`src/rtl/pin_sequencer.sv`:
```
// pin_sequencer: lock-pick mini-game sequencer.
// The pick is steered by keycodes. The selected pin is "set" by holding the
// pick inside its Y window for HOLD_FRAMES frames. Pins must be set in the
// order given by bind_order. Too many out-of-order attempts fail the round.
module pin_sequencer #(
   parameter int         NUM_PINS    = 5,
   parameter logic [9:0] PIN_Y_BASE  = 10'd200,
   parameter logic [9:0] PIN_Y_STEP  = 10'd16,
   parameter logic [9:0] WINDOW      = 10'd4,
   parameter logic [7:0] HOLD_FRAMES = 8'd30,
   parameter logic [1:0] MAX_STRIKES = 2'd3
) (
   input  logic        frame_clk,
   input  logic        Reset,
   input  logic        start,
   input  logic [7:0]  keycode,
   input  logic [14:0] bind_order,
   input  logic [9:0]  pickY,
   output logic [2:0]  dir,
   output logic [2:0]  active_pin,
   output logic [4:0]  pin_set,
   output logic [1:0]  strikes,
   output logic [2:0]  state,
   output logic        unlocked,
   output logic        failed
);

   localparam logic [2:0] S_IDLE     = 3'd0;
   localparam logic [2:0] S_PICKING  = 3'd1;
   localparam logic [2:0] S_CHECK    = 3'd2;
   localparam logic [2:0] S_UNLOCKED = 3'd3;
   localparam logic [2:0] S_FAILED   = 3'd4;

   localparam logic [7:0] KEY_UP    = 8'h1A;
   localparam logic [7:0] KEY_DOWN  = 8'h16;
   localparam logic [7:0] KEY_UP2   = 8'h52;
   localparam logic [7:0] KEY_DOWN2 = 8'h51;
   localparam logic [7:0] KEY_DEC   = 8'h04;
   localparam logic [7:0] KEY_INC   = 8'h07;

   localparam logic [2:0] DIR_STOP  = 3'b000;
   localparam logic [2:0] DIR_UP1   = 3'b001;
   localparam logic [2:0] DIR_DN1   = 3'b010;
   localparam logic [2:0] DIR_DN2   = 3'b011;
   localparam logic [2:0] DIR_UP2   = 3'b100;

   localparam logic [2:0] LAST_PIN  = 3'(NUM_PINS - 1);
   localparam logic [2:0] ALL_PINS  = 3'(NUM_PINS);

   logic [2:0]  state_q,      state_d;
   logic [2:0]  dir_q,        dir_d;
   logic [2:0]  active_pin_q, active_pin_d;
   logic [4:0]  pin_set_q,    pin_set_d;
   logic [1:0]  strikes_q,    strikes_d;
   logic [2:0]  next_idx_q,   next_idx_d;
   logic [7:0]  hold_cnt_q,   hold_cnt_d;
   logic [14:0] bind_q,       bind_d;
   logic [7:0]  key_prev_q,   key_prev_d;

   logic [NUM_PINS-1:0] hit;
   logic [2:0]          slot [NUM_PINS];
   logic [2:0]          key_dir;
   logic                press_dec, press_inc;

   // Per-pin window detector and bind-order slot unpack
   for (genvar g = 0; g < NUM_PINS; g++) begin : g_pin
      localparam logic [9:0] TARGET = PIN_Y_BASE - PIN_Y_STEP * 10'(g);
      logic [9:0] diff;

      // Unsigned distance between the pick and this pin's target (never wraps)
      always_comb begin
         diff = (pickY >= TARGET) ? (pickY - TARGET) : (TARGET - pickY);
      end

      assign hit[g]  = (diff <= WINDOW);
      assign slot[g] = bind_q[3*g +: 3];
   end

   // Keycode to pick motion code
   always_comb begin
      case (keycode)
         KEY_UP:    key_dir = DIR_UP1;
         KEY_DOWN:  key_dir = DIR_DN1;
         KEY_UP2:   key_dir = DIR_UP2;
         KEY_DOWN2: key_dir = DIR_DN2;
         default:   key_dir = DIR_STOP;
      endcase
   end

   // Pin select keys act only on the frame the keycode changes, so holding a key counts once
   always_comb begin
      press_dec = (keycode == KEY_DEC) && (keycode != key_prev_q);
      press_inc = (keycode == KEY_INC) && (keycode != key_prev_q);
   end

   // Next-state logic for the round FSM and its datapath
   always_comb begin
      state_d      = state_q;
      dir_d        = DIR_STOP;
      active_pin_d = active_pin_q;
      pin_set_d    = pin_set_q;
      strikes_d    = strikes_q;
      next_idx_d   = next_idx_q;
      hold_cnt_d   = hold_cnt_q;
      bind_d       = bind_q;
      key_prev_d   = keycode;

      case (state_q)
         S_IDLE: begin
            pin_set_d    = '0;
            strikes_d    = '0;
            next_idx_d   = '0;
            hold_cnt_d   = '0;
            active_pin_d = '0;
            if (start) begin
               state_d = S_PICKING;
               bind_d  = bind_order;
            end
         end

         S_PICKING: begin
            dir_d = key_dir;
            if (press_dec && (active_pin_q != 3'd0))
               active_pin_d = active_pin_q - 3'd1;
            else if (press_inc && (active_pin_q != LAST_PIN))
               active_pin_d = active_pin_q + 3'd1;

            // A pin switch restarts the hold; an already-set pin never accumulates
            if (active_pin_d != active_pin_q) begin
               hold_cnt_d = '0;
            end else if (hit[active_pin_q] && !pin_set_q[active_pin_q]) begin
               hold_cnt_d = hold_cnt_q + 8'd1;
               if (hold_cnt_d == HOLD_FRAMES) begin
                  hold_cnt_d = '0;
                  state_d    = S_CHECK;
                  dir_d      = DIR_STOP;
               end
            end else begin
               hold_cnt_d = '0;
            end
         end

         S_CHECK: begin
            // Out-of-range or duplicate slots simply never match
            if (active_pin_q == slot[next_idx_q]) begin
               pin_set_d  = pin_set_q | (5'b00001 << active_pin_q);
               next_idx_d = next_idx_q + 3'd1;
               state_d    = (next_idx_d == ALL_PINS) ? S_UNLOCKED : S_PICKING;
            end else begin
               pin_set_d  = '0;
               next_idx_d = '0;
               strikes_d  = strikes_q + 2'd1;
               state_d    = (strikes_d == MAX_STRIKES) ? S_FAILED : S_PICKING;
            end
         end

         S_UNLOCKED, S_FAILED: begin
            if (start) state_d = S_IDLE;
         end

         default: state_d = S_IDLE;
      endcase
   end

   // State registers with synchronous reset
   always_ff @(posedge frame_clk) begin
      if (Reset) begin
         state_q      <= S_IDLE;
         dir_q        <= DIR_STOP;
         active_pin_q <= '0;
         pin_set_q    <= '0;
         strikes_q    <= '0;
         next_idx_q   <= '0;
         hold_cnt_q   <= '0;
         bind_q       <= '0;
         key_prev_q   <= '0;
      end else begin
         state_q      <= state_d;
         dir_q        <= dir_d;
         active_pin_q <= active_pin_d;
         pin_set_q    <= pin_set_d;
         strikes_q    <= strikes_d;
         next_idx_q   <= next_idx_d;
         hold_cnt_q   <= hold_cnt_d;
         bind_q       <= bind_d;
         key_prev_q   <= key_prev_d;
      end
   end

   assign dir        = dir_q;
   assign active_pin = active_pin_q;
   assign pin_set    = pin_set_q;
   assign strikes    = strikes_q;
   assign state      = state_q;
   assign unlocked   = (state_q == S_UNLOCKED);
   assign failed     = (state_q == S_FAILED);

endmodule

```
`config.mk`:
```
export PLATFORM = sky130hd
export DESIGN_NAME = pin_sequencer
export DESIGN_NICKNAME = d
export VERILOG_FILES = /design/src/rtl/pin_sequencer.sv
export SDC_FILE = /design/constraint.sdc
export NUM_CORES = 1
export LEC_CHECK = 0
export ABC_AREA = 1
export CAP_MARGIN = 10
export CORE_MARGIN = 8
export CORE_UTILIZATION = 50
export CTS_BUF_LIST = sky130_fd_sc_hd__clkbuf_8
export DETAILED_ROUTE_END_ITERATION = 7
export PLACE_DENSITY = 0.74
export SYNTH_ARGS = -nofsm -noshare
export SYNTH_HDL_FRONTEND = slang
export SYNTH_SLANG_ARGS = --single-unit
```
`constraint.sdc`:
```
create_clock -name frame_clk -period 2.6 [get_ports frame_clk]
set_input_delay 0.26 -clock frame_clk [delete_from_list [all_inputs] [get_ports frame_clk]]
set_output_delay 0.26 -clock frame_clk [all_outputs]
set_load 0.02 [all_outputs]
```
==> flow_summary.yaml <==
place:
  place_ws_ns: -0.245
  place_hpwl_mm: 9.98
  port_buffers: 53
  dp_cells: 822
  place_congestion: 1.02
worst_setup_path:
  worstPathMaxFanout: 5
  crit_path_max_incr_delay_ns: 0.61
  crit_arrival_ns: 2.65
  cp_slowest_cell: "clkdlybuf4s50_1"
  crit_chain: "clkdlybuf4s50_1 > inv_1 > nand2_2 > nand3_1 > and2_4 > nor2_1 > nand3_1 > nand2_1 > nand2_1 > nor2_2 > nor2_1 > nor2_2 > nand2_1 > nand2_2 > nand2_4 > nor2_4 > nand3b_2 > a21oi_2"
  path_common_cell: "nand2_1"
  path_class: "in -> reg"
  regToRegSetupSlack_ns: 0.38
  endpoint_kind: "register"
  start_kind: "input port"
  crit_required_ns: 2.86
floorplan:
  die_x_um: 104
  initial_core_util_pct: 50.9
  ios: 54
  rows: 32
  die_area_mm2: 0.0109
  core_area_mm2: 0.00765
  die_y_um: 104
logic_synthesis:
  synth_area_leaders: "dfxtp_1 26%, nand2_1 13%, a21oi_1 7.6%"
  postSynthCellCount: 601
  yosys_warnings: 0
  synth-edff-count: 0
  ys_ff_latch: 50
  netlist_area_mm2: 0.00389
  ys_top_cells_by_count: "130 x nand2_1, 68 x nor2_1, 60 x inv_1, 59 x a21oi_1, 50 x dfxtp_1"
  yosys.cell_types.count: 47
  synth_nets: 652
  yosysMostFrequentCell: "nand2_1"
  async_flop_share_pct: 0
  seq_area_frac_synth_pct: 25.7
  yosysTopAreaCell: "dfxtp_1"
  ys.flop_type: "dfxtp_1"
  netlist.area_leader.share_pct: 25.7
  syn_avg_cell_area_um2: 6.48
drt:
  finalWirelength_mm: 12.3
  drcViolationCount: 0
  wl_per_cell_um: 14.8
  via_per_inst: 5.29
  drtIter0Drc: 196
  vias: 4396
  final_antenna_net_count: 0
  dr.pass1.iters: 5
pwr:
  combPwrFrac_pct: 27.5
  vdd_ir_drop_max_v: 0.000351
  power_density_mw_per_mm2: 374
  fin_total_pwr_mw: 1.94
  seqPwrFrac_pct: 42.1
  leakagePower_nw: 2.32
  power.share.switching_pct: 30.4
  clkPwrFrac_pct: 30.4
  internal-power_mw: 1.35
  p_sw_uw: 589
clocking:
  cts_root_buf: "clkbuf_8"
  path_clk_slew_ns: 0.10
  postCtsHoldBufs: 0
  clk_latency_ns: 0.31
  cts.sinks: 50
  cts_max_path_buffers: 2
  cts_buffers: 5
  htree_levels: 2
  cts_tree: "built"
sta:
  setup_viol: 0
  max_slew.worst_pin.slew_ns: 0.649
  fin_crit_sh_pct: 92.0
  max_freq_mhz: 418
  hold_violations: 0
  slew_viol_final: 0
  timing.final.ws_setup_ns: 0.207
  max_slew_margin_pct: 56.6
  skew_ns: 0.0131
  fin_hold_ws_ns: 0.460
  rsz0062_at_grt: "no"
  fin_crit_ns: 2.39
grt:
  grt_usage_pct: 22.2
  grt_max_degree: 25
  grt_pass1_wl_mm: 20.3
  antenna_found_initial: 0
  grt_pass1_vias: 4308
  overflow: 0
layout:
  num-fill-cells: 704
  instances_no_fill: 831
  fin_nets: 779
  diodes: 0
  drive_gt1_share_pct: 19.9
  final_core_util_pct: 67.9
  area_growth_syn_to_layout_pct: 33.2
worst_hold_path:
  holdCritPathClass: "reg -> reg"
flow_run:
  maxCapViolCount: 0
run_status:
  status: "completed"
## layout make-up
type / count / area [um^2] / share of cell area (%)
clock buffer: 6 / 82.6 / 1.59
clock inverter: 2 / 38.8 / 0.748
inverter: 72 / 274 / 5.28
multi-input combinational: 461 / 2490 / 48.0
sequential: 50 / 1000 / 19.3
tap: 102 / 128 / 2.46
timing repair buffer: 138 / 1180 / 22.7
## placed cells by master, fill, tap and decap left out, types with 4 or more instances in the layout
cell,netlist,final
nand3_1,44,44
buf_4,0,85
nand3b_1,4,4
nor2_2,7,8
a21oi_2,3,5
a21oi_1,59,57
nand2_1,130,127
nor2_1,68,67
dfxtp_1,50,50
xor2_1,21,21
xnor2_1,9,9
nor3_1,12,12
inv_1,60,58
nand2_2,6,9
nand4_1,11,11
clkbuf_8,3,6
nor2_4,7,7
o21ai_1,4,4
ha_1,15,14
inv_2,7,9
o21ai_0,34,34
clkdlybuf4s50_1,0,50
## sequential cells by signal, summed over array words and instances, names as in the netlist
| signal | flops |
|---|---|
| key_prev_q | 8 |
| state | 3 |
| bind_q | 15 |
| strikes | 2 |
| hold_cnt_q | 8 |
| next_idx_q | 3 |
| dir | 3 |
| pin_set | 5 |
| active_pin | 3 |
## path summary, 6_finish.rpt
check / depth (start not counted) / from / to
max reg2reg: 15 / hold_cnt_q[0] / state[0]
max: 18 / pickY[2] / hold_cnt_q[4]
min reg2reg: 2 / bind_q[3] / bind_q[3]
min: 2 / bind_q[3] / bind_q[3]
## through the flow
step	area [um^2]	TNS (ns)
final	5190	0
after global routing	5190	0
after CTS	5150	0
after detailed placement	5030	-2.61
after global placement	5030	-1.88
after floorplan	3890	0
## routing by layer
metal / vias to the layer above / GRT usage, % / part of all wire [%]
li1: 2229 / - / -
met1: 2024 / 26.5 / 44
met2: 120 / 39.9 / 50
met3: 23 / 2.42 / 3.6
met4: 0 / 7.45 / 2.1
met5: - / 0 / 0
## critical path: cells and delay by family
kind                   cells  cell delay [ns]
AO/OA/AOI/OAI              1             0.11
AND/OR/NAND/NOR           15             1.58
buffers and inverters      2             0.71
## cell families (layout without fill, tap and decap cells)
kind of cell               after synthesis  after routing  share of synthesized area [%]
AOI/OAI and AO/OA                      113            113                           15.7
DFF                                     50             50                           25.7
xor gates and xnor gates                30             30                           6.75
and+or+nand+nor                        303            303                           36.1
buffers and inverters                   90            218                           10.9
adders and majority gates               15             15                           4.82
## power groups by stage
stage	logic (mW)	clock network, mW	registers, mW
global placement	0.512	0	0.832
detailed placement	0.521	0	0.834
global route	0.585	0.631	0.820
finish	0.533	0.590	0.816
floorplan	0.288	0	0.833
CTS	0.524	0.610	0.816
## timing repair
action | in CTS | in global routing
buffers inserted | 0 | 1
setup endpoints to repair | 0 | 13
resized for setup | 0 | 12
Power figures use the tool's default switching activity.
